File: config.mk
export PLATFORM = sky130hd
export DESIGN_NAME = knn_controller
export DESIGN_NICKNAME = d
export VERILOG_FILES = /design/src/rtl/knn_controller.sv
export SDC_FILE = /design/constraint.sdc
export NUM_CORES = 1
export LEC_CHECK = 0
export ABC_AREA = 1
export BUFFER_PORTS_ARGS = -buffer_cell sky130_fd_sc_hd__buf_2
export CELL_PAD_IN_SITES_DETAIL_PLACEMENT = 0
export CELL_PAD_IN_SITES_GLOBAL_PLACEMENT = 1
export CORE_ASPECT_RATIO = 2
export CORE_MARGIN = 10
export CORE_UTILIZATION = 30
export CTS_BUF_LIST = sky130_fd_sc_hd__clkbuf_8
export CTS_CLUSTER_DIAMETER = 50
export DETAILED_ROUTE_END_ITERATION = 8
export HOLD_SLACK_MARGIN = 0.1
export PLACE_DENSITY = 0.6
export SYNTH_ARGS = -nofsm -noshare
export SYNTH_HDL_FRONTEND = slang
export SYNTH_SLANG_ARGS = --single-unit
File: constraint.sdc
create_clock -name clk -period 5 [get_ports clk]
set_input_delay 0.75 -clock clk [delete_from_list [all_inputs] [get_ports clk]]
set_output_delay 0.75 -clock clk [all_outputs]
set_load 0.02 [all_outputs]
File: src/rtl/knn_controller.sv
// Sequencer for one distance_calculator: walks the training set chunk by chunk,
// keeps the K nearest (distance, type) pairs in ascending order and votes the class.
module knn_controller #(
  parameter int W         = 16,
  parameter int TYPE_W    = 4,
  parameter int NUM_TRAIN = 64,
  parameter int CHUNKS    = 4,
  parameter int K         = 5,
  parameter int NUM_TYPES = 4,
  parameter int TIMEOUT   = 4096,
  localparam int SW   = (NUM_TRAIN > 1) ? $clog2(NUM_TRAIN) : 1,
  localparam int CW   = (CHUNKS > 1) ? $clog2(CHUNKS) : 1
) (
  input  logic              clk,
  input  logic              rst,
  input  logic              start,
  output logic [SW-1:0]     sample_idx,
  output logic [CW-1:0]     chunk_idx,
  output logic              dc_ready,
  input  logic              dc_data_request,
  input  logic              dc_done,
  input  logic [W-1:0]      dc_distance,
  input  logic [TYPE_W-1:0] dc_type,
  output logic              busy,
  output logic              done,
  output logic [TYPE_W-1:0] class_out,
  output logic              error
);

  localparam int CNTW = $clog2(K + 1);
  localparam int TMW  = $clog2(TIMEOUT + 1);

  typedef enum logic [2:0] {IDLE, FETCH, KICK, WAIT, INSERT, VOTE, FINISH} state_t;

  state_t state, state_nx;

  logic [TMW-1:0]    wait_cnt;
  logic [W-1:0]      new_dist;
  logic [TYPE_W-1:0] new_type;
  logic [W-1:0]      slot_dist [K];
  logic [TYPE_W-1:0] slot_type [K];
  logic [K-1:0]      slot_vld;
  logic [W-1:0]      ins_dist  [K];
  logic [TYPE_W-1:0] ins_type  [K];
  logic [K-1:0]      ins_vld;
  logic [K-1:0]      le;
  logic [K:0]        le_ext;
  logic [TYPE_W-1:0] vote_t;
  logic [TYPE_W-1:0] best_type;
  logic [CNTW-1:0]   best_cnt;
  logic [CNTW-1:0]   vote_cnt;
  logic              last_sample;
  logic              last_type;
  logic              vote_wins;

  assign last_sample = (sample_idx == SW'(NUM_TRAIN - 1));
  assign last_type   = (vote_t == TYPE_W'(NUM_TYPES - 1));
  assign vote_wins   = (vote_cnt > best_cnt);

  assign dc_ready = (state == KICK);
  assign done     = (state == FINISH);
  assign busy     = (state != IDLE) && (state != FINISH);

  // A slot is "at or before" the new entry when valid and not farther; invalid slots act as +inf.
  always_comb begin
    le_ext = '0;
    for (int i = 0; i < K; i++) begin
      le[i] = slot_vld[i] && (slot_dist[i] <= new_dist);
    end
    le_ext = {le, 1'b1};
    for (int i = 0; i < K; i++) begin
      ins_dist[i] = slot_dist[i];
      ins_type[i] = slot_type[i];
      ins_vld[i]  = slot_vld[i];
      if (!le[i]) begin
        if (le_ext[i]) begin
          ins_dist[i] = new_dist;
          ins_type[i] = new_type;
          ins_vld[i]  = 1'b1;
        end else begin
          ins_dist[i] = slot_dist[(i == 0) ? 0 : i - 1];
          ins_type[i] = slot_type[(i == 0) ? 0 : i - 1];
          ins_vld[i]  = slot_vld[(i == 0) ? 0 : i - 1];
        end
      end
    end
  end

  always_comb begin
    vote_cnt = '0;
    for (int i = 0; i < K; i++) begin
      if (slot_vld[i] && (slot_type[i] == vote_t)) vote_cnt = vote_cnt + CNTW'(1);
    end
  end

  always_comb begin
    state_nx = state;
    case (state)
      IDLE:   if (start) state_nx = FETCH;
      FETCH:  state_nx = KICK;
      KICK:   state_nx = WAIT;
      WAIT: begin
        if (dc_done)                             state_nx = INSERT;
        else if (dc_data_request)                state_nx = FETCH;
        else if (wait_cnt == TMW'(TIMEOUT - 1))  state_nx = IDLE;
      end
      INSERT: state_nx = last_sample ? VOTE : FETCH;
      VOTE:   if (last_type) state_nx = FINISH;
      FINISH: state_nx = IDLE;
      default: state_nx = IDLE;
    endcase
  end

  always_ff @(posedge clk) begin
    if (rst) begin
      state      <= IDLE;
      sample_idx <= '0;
      chunk_idx  <= '0;
      wait_cnt   <= '0;
      slot_vld   <= '0;
      vote_t     <= '0;
      best_type  <= '0;
      best_cnt   <= '0;
      class_out  <= '0;
      error      <= 1'b0;
    end else begin
      state <= state_nx;
      case (state)
        IDLE: if (start) begin
          sample_idx <= '0;
          chunk_idx  <= '0;
          slot_vld   <= '0;
          class_out  <= '0;
          error      <= 1'b0;
        end
        KICK: wait_cnt <= '0;
        WAIT: begin
          if (dc_done) begin
            wait_cnt <= wait_cnt;
          end else if (dc_data_request) begin
            // The calculator owns the chunk count, so an extra request just wraps.
            chunk_idx <= (chunk_idx == CW'(CHUNKS - 1)) ? '0 : chunk_idx + CW'(1);
          end else if (wait_cnt == TMW'(TIMEOUT - 1)) begin
            error <= 1'b1;
          end else begin
            wait_cnt <= wait_cnt + TMW'(1);
          end
        end
        INSERT: begin
          slot_vld <= ins_vld;
          if (last_sample) begin
            vote_t    <= '0;
            best_type <= '0;
            best_cnt  <= '0;
          end else begin
            sample_idx <= sample_idx + SW'(1);
            chunk_idx  <= '0;
          end
        end
        VOTE: begin
          vote_t <= vote_t + TYPE_W'(1);
          if (vote_wins) begin
            best_type <= vote_t;
            best_cnt  <= vote_cnt;
          end
          if (last_type) class_out <= vote_wins ? vote_t : best_type;
        end
        default: ;
      endcase
    end
  end

  // Datapath registers carry no reset; validity is tracked by slot_vld.
  always_ff @(posedge clk) begin
    if (state == WAIT && dc_done) begin
      new_dist <= dc_distance;
      new_type <= dc_type;
    end
    if (state == INSERT) begin
      for (int i = 0; i < K; i++) begin
        slot_dist[i] <= ins_dist[i];
        slot_type[i] <= ins_type[i];
      end
    end
  end

endmodule
* Yosys cells after proc, flatten, opt, wreduce, memory -nomap -nowiden
Memory sizes are Yosys's and may differ from the RTL's. Cells that the tools add are included.
Cells by class: $add $sub $neg 8, $mul 0, div/mod/pow operators 0, magnitude comparators 6, equal/unequal tests 32, shifts and indexed selects 0, multiplexer cells 71, bitwise gates (word level) 0, reductions and logical operators 33
Operator list (count):
- 2-to-1 mux 16 bit | 9
- <= comparator 16 bit | 5
- 2-to-1 mux 4 bit | 13
- 2-to-1 mux 13 bit | 3
- 2-to-1 mux 3 bit | 12
- != test 2 bit (second input constant) | 15
- AND reduction 3 bit | 9
- case mux 13 bit (2 select lines) | 1
- case mux 4 bit (2 select lines) | 3
- equality test 4 bit | 5
- case mux 3 bit (6 select lines) | 1
- 2-to-1 mux 1 bit | 16
- adder 13 x 1 -> 13 bit (second input constant) | 1
- equality test 13 x 12 -> 1 bit (second input constant) | 1
- adder 3 x 1 -> 3 bit (second input constant) | 4
- logical AND 1 bit | 12
- 2-to-1 mux 6 bit | 2
- case mux 6 bit (2 select lines) | 1
- 2-to-1 mux 2 bit | 5
- case mux 5 bit (2 select lines) | 1
- AND reduction 5 bit | 2
- nonzero test 2 bit | 5
- equality test 3 bit (second input constant) | 3
- adder 6 x 1 -> 6 bit (second input constant) | 1
- other kinds (18) | 20
Word-level totals: bits in registers 65, bits in latches 0, memory bits (writable) 100, bits in read-only memories 0, input port bits 25, output and inout port bits 16, logic and storage cells 168, memories kept 2
Memories:
- slot_dist | depth 5, bits a word 16, rd ports 5, clocked after memory_dff 0, wr ports 5, RTL line 40 | logic [W-1:0] slot_dist [K];
- slot_type | depth 5, bits a word 4, rd ports 5, clocked after memory_dff 0, wr ports 5, RTL line 41 | logic [TYPE_W-1:0] slot_type [K];

* Logic depth before layout (Yosys ltp)
An unclocked memory read counts as a cell.
depth in word-level cells 16, depth in mapped cells 28

* Worst setup path before layout
OpenSTA, ideal clock, no wires.
path type flip-flop to flip-flop, start reg vote_t[0], end reg best_type[0], library setup time 0.132 ns, arrival 3.559 ns, setup slack 1.309 ns, cell stages (with the launch flop) 26, path buffers 1, cells stage by stage dfxtp_1 -> buf_6 -> inv_1 -> o22ai_1 -> a21oi_1 -> nand4_1 -> nor3_1 -> ha_1 -> inv_1 -> nand2_1 -> nand2_1 -> inv_1 -> ha_1 -> inv_1 -> o21ai_0 -> ha_1 -> or2_2 -> and2_1 -> ha_1 -> nand2_1 -> o21ai_0 -> nand2_1 -> inv_1 -> nand2_1 -> o211ai_1 -> a21oi_1
Between the ends: word-level cells in the longest chain between the ends 14
Ends and longest elaborated chain:
- from (decl) | RTL line 48 | logic [TYPE_W-1:0] vote_t;
- from (signal assigned) | RTL line 161 | vote_t <= vote_t + TYPE_W'(1);
- equality test 4 bit | RTL line 92 | if (slot_vld[i] && (slot_type[i] == vote_t)) vote_cnt = vote_cnt + CNTW'(1);
- logical AND 1 bit | RTL line 92
- 2-to-1 mux 1 bit | RTL line 92
- adder 3 x 1 -> 3 bit | RTL line 92
- 2-to-1 mux 3 bit | RTL line 92
- adder 3 x 1 -> 3 bit | RTL line 92
- 2-to-1 mux 3 bit | RTL line 92
- adder 3 x 1 -> 3 bit | RTL line 92
- 2-to-1 mux 3 bit | RTL line 92
- adder 3 x 1 -> 3 bit | RTL line 92
- 2-to-1 mux 3 bit | RTL line 92
- greater-than comparator 3 bit | RTL line 58 | assign vote_wins = (vote_cnt > best_cnt);
- 2-to-1 mux 4 bit (*) | RTL line 162 | if (vote_wins) begin
- case mux 4 bit (2 select lines) (*) | RTL line 128 | case (state)
- to (signal assigned) | RTL line 163 | best_type <= vote_t;
- to (decl) | RTL line 49 | logic [TYPE_W-1:0] best_type;
Every way passes the cells marked *; elsewhere a longest branch is shown, timed or not. A chain may end at the register's enable or synchronous reset.

* Worst setup path in the final report
start reg vote_t[0], end reg class_out[2]
Between the ends: word-level cells in the longest chain between the ends 15
Ends and longest elaborated chain:
- equality test 4 bit | RTL line 92
- logical AND 1 bit | RTL line 92
- 2-to-1 mux 1 bit | RTL line 92
- adder 3 x 1 -> 3 bit | RTL line 92
- 2-to-1 mux 3 bit | RTL line 92
- adder 3 x 1 -> 3 bit | RTL line 92
- 2-to-1 mux 3 bit | RTL line 92
- adder 3 x 1 -> 3 bit | RTL line 92
- 2-to-1 mux 3 bit | RTL line 92
- adder 3 x 1 -> 3 bit | RTL line 92
- 2-to-1 mux 3 bit | RTL line 92
- greater-than comparator 3 bit | RTL line 58
- 2-to-1 mux 4 bit
- 2-to-1 mux 4 bit | RTL line 166 | if (last_type) class_out <= vote_wins ? vote_t : best_type;
- case mux 4 bit (2 select lines) | RTL line 128
- to (signal assigned) | RTL line 166
- to (decl) | RTL line 26 | output logic [TYPE_W-1:0] class_out,
Parallel ways exist; a longest one is shown, timed or not. The select of a mux whose other input is x is not followed.

==> flow_summary.json <==
{
  "maxCapViolCount": 0,
  "drcViolationCount": 0,
  "synth-edff-count": 120,
  "async_flop_share": 0,
  "avgRoutedWirePerCell_um": 16.0,
  "clock-sinks": 165,
  "yosysWarnings": 0,
  "hpwl_um": 18600,
  "p_per_area_mw_per_mm2": 267,
  "place_congestion": 0.807,
  "post_cts_buffers": 0,
  "clk_pin_slew_ns": 0.10,
  "ys.flop_type": "edfxtp_1",
  "drt_iter0_drc": 261,
  "cts_tree": "yes",
  "r2r-start": "vote_t[0]",
  "cp.arrival_ns": 4.71,
  "min_period_ns": 4.34,
  "grt-ovfl-total": 0,
  "syn-instance-count": 1047,
  "tightest_slew_ns": 0.932,
  "setup_viol_count_final": 0,
  "drt-total-wl_um": 23600,
  "hp-start": "dc_distance[2]",
  "clockRootBuffer": "clkbuf_8",
  "syn-num-nets": 1163,
  "rsz0062_at_grt": "no",
  "hold_viol": 0,
  "timing.setup.tns_ns": 0,
  "p_leak_nw": 4.34,
  "start_util": 0.304,
  "layout_commonest_cell": "nand2_1",
  "crit_type": "reg -> reg",
  "synth_seq_cells": 165,
  "die_w_um": 144,
  "dr.pass1.iters": 5,
  "die_y_um": 268,
  "relSlewSlack": 0.378,
  "ant_nets": 0,
  "critical_path_peak_fanout": 10,
  "outcome": "finished, final reports clean",
  "num_io_pins": 41,
  "grt_max_degree": 41,
  "finalPower_mw": 2.71,
  "cts_buffers": 17,
  "critPathRequiredTime_ns": 5.37,
  "cts_max_level": 4,
  "num_vias": 7054,
  "drive_above_1_share": 0.0945,
  "worstSetupStartpointType": "flop",
  "cts_max_path_buffers": 2,
  "core_region_area_mm2": 0.0303,
  "syn2layout_area_growth_pct": 10.4,
  "die_area_mm2": 0.0386,
  "synthDistinctLibCells": 41,
  "ys_seq_area_frac": 0.489,
  "cts-resized-gates": 0,
  "antenna_cells": 0,
  "fin_nets": 1204,
  "portBuffers": 40,
  "netlist_area_mm2": 0.00922,
  "syn_avg_cell_area_um2": 8.80,
  "irDropWorstVdd_mv": 0.168,
  "crit_path_end_kind": "flop",
  "startpoint": "vote_t[0]",
  "synthTopCellsByArea": "edfxtp_1 39%, ha_1 12%, nand2_1 11%, dfxtp_1 9.8%, o21ai_0 5.7%",
  "finalCritPeriodShare": 0.868,
  "cts_hold_buffers": 0,
  "slew_viol_final": 0,
  "hold_class": "in -> reg",
  "viasPerCell": 4.80,
  "antenna_found_initial": 0,
  "fillerInstances": 3182,
  "grt_pass1_wl_um": 38400,
  "synth_top_cell_area_share": 0.391,
  "clock_skew_ns": 0.0163,
  "grt_use_total": 0.130,
  "mostFrequentLayoutCells": "281 x nand2_1, 120 x edfxtp_1, 113 x inv_1, 105 x o21ai_0, 91 x ha_1",
  "row_count": 90,
  "fmax_mhz": 231,
  "grt_pass1_vias": 7315,
  "synth_area_leader_cell": "edfxtp_1",
  "clkLatencyLatePin_ns": 0.50
}
[registers in the layout, indices dropped and copies added, names as in the netlist]
register and count:
slot_type 20, chunk_idx 2, slot_vld 5, new_type 4
error 1, vote_t 4, sample_idx 6, new_dist 16
best_cnt 3, best_type 4, class_out 4, state 3
wait_cnt 13, slot_dist 80
[cells in the mapped netlist (2+ instances only)]
library cell and number:
nand2_1 281, edfxtp_1 120, inv_1 112, o21ai_0 105, ha_1 91, nor2_1 72, a21oi_1 71, dfxtp_1 45
nand3_1 34, nand4_1 14, nor3_1 14, clkbuf_1 12, buf_2 8, xor2_1 8, inv_2 5, nor2_2 5
o211ai_1 5, a21o_1 4, nand3_2 4, buf_6 3, nand2_2 3, nor2_4 3, o22ai_1 3, nand3b_1 2
nor3_2 2, nor4_1 2, o21a_1 2, o21ai_1 2, or2_2 2, xnor2_1 2
[worst max-delay path, cell delays in order (launching register included)]
cell and delay (ns):
dfxtp_1 0.51, inv_1 0.21, a21oi_1 0.17, nand4_1 0.09, nor3_1 0.37, ha_1 0.35
inv_1 0.06, nand2_1 0.06, nand2_1 0.09, inv_1 0.04, ha_1 0.26, inv_1 0.04
o21ai_0 0.16, ha_1 0.24, or2_2 0.30, and2_1 0.16, ha_1 0.29, nand2_1 0.05
o21ai_0 0.14, nand2_1 0.11, inv_1 0.21, nand2_1 0.08, o211ai_1 0.11, a21oi_1 0.11
[through the flow]
stage          utilization  std cells  hold WS, ns  instance area (um^2)  worst slack (ns)
4_1_cts              0.336       1469        0.386                 10200             0.601
3_5_place_dp         0.323       1437        0.439                  9800             0.633
2_1_floorplan            -       1047        0.426                  9220              1.31
5_1_grt              0.336       1469        0.392                 10200             0.208
6_report             0.336       1469        0.420                 10200             0.662
3_3_place_gp         0.323       1437        0.435                  9800             0.668
[layer usage]
metal / track usage / vias up / share of wire
li1: - / 3623 / -
met4: 0.0452 / 0 / 0.018
met1: 0.116 / 3343 / 0.35
met3: 0.0216 / 21 / 0.020
met5: 0 / - / 0
met2: 0.272 / 67 / 0.61
[cell type report]
cell class                 instances  area [um^2]  share of cell area
sequential                       165         4500               0.443
multi-input combinational        740         4140               0.407
tap                              368          460              0.0453
inverter                         118          443              0.0435
timing repair buffer              46          245              0.0241
clock buffer                      17          234              0.0230
clock inverter                    15          143              0.0140
[logic make-up after synthesis]
family / Yosys count / share of synthesized area
compound gates: 197 / 0.113
xor+xnor: 10 / 0.00950
fa+ha+maj: 91 / 0.124
buf+inv: 142 / 0.0618
flops: 165 / 0.489
simple gates: 442 / 0.204
[path summary, 6_finish.rpt]
kind / cells past startpoint / end / slack [ns]
min: 1 / new_dist[2] / 0.42
max: 23 / class_out[2] / 0.66
max reg2reg: 23 / class_out[2] / 0.66
min reg2reg: 0 / slot_dist[0][11] / 0.45
[power by group]
| group | leakage (nW) | total (mW) | internal [mW] | switching, mW |
|---|---|---|---|---|
| clock | 0.194 | 0.970 | 0.405 | 0.564 |
| sequential | 1.44 | 1.51 | 1.49 | 0.0215 |
| combinational | 2.70 | 0.234 | 0.0712 | 0.163 |
Power figures use the tool's default switching activity.
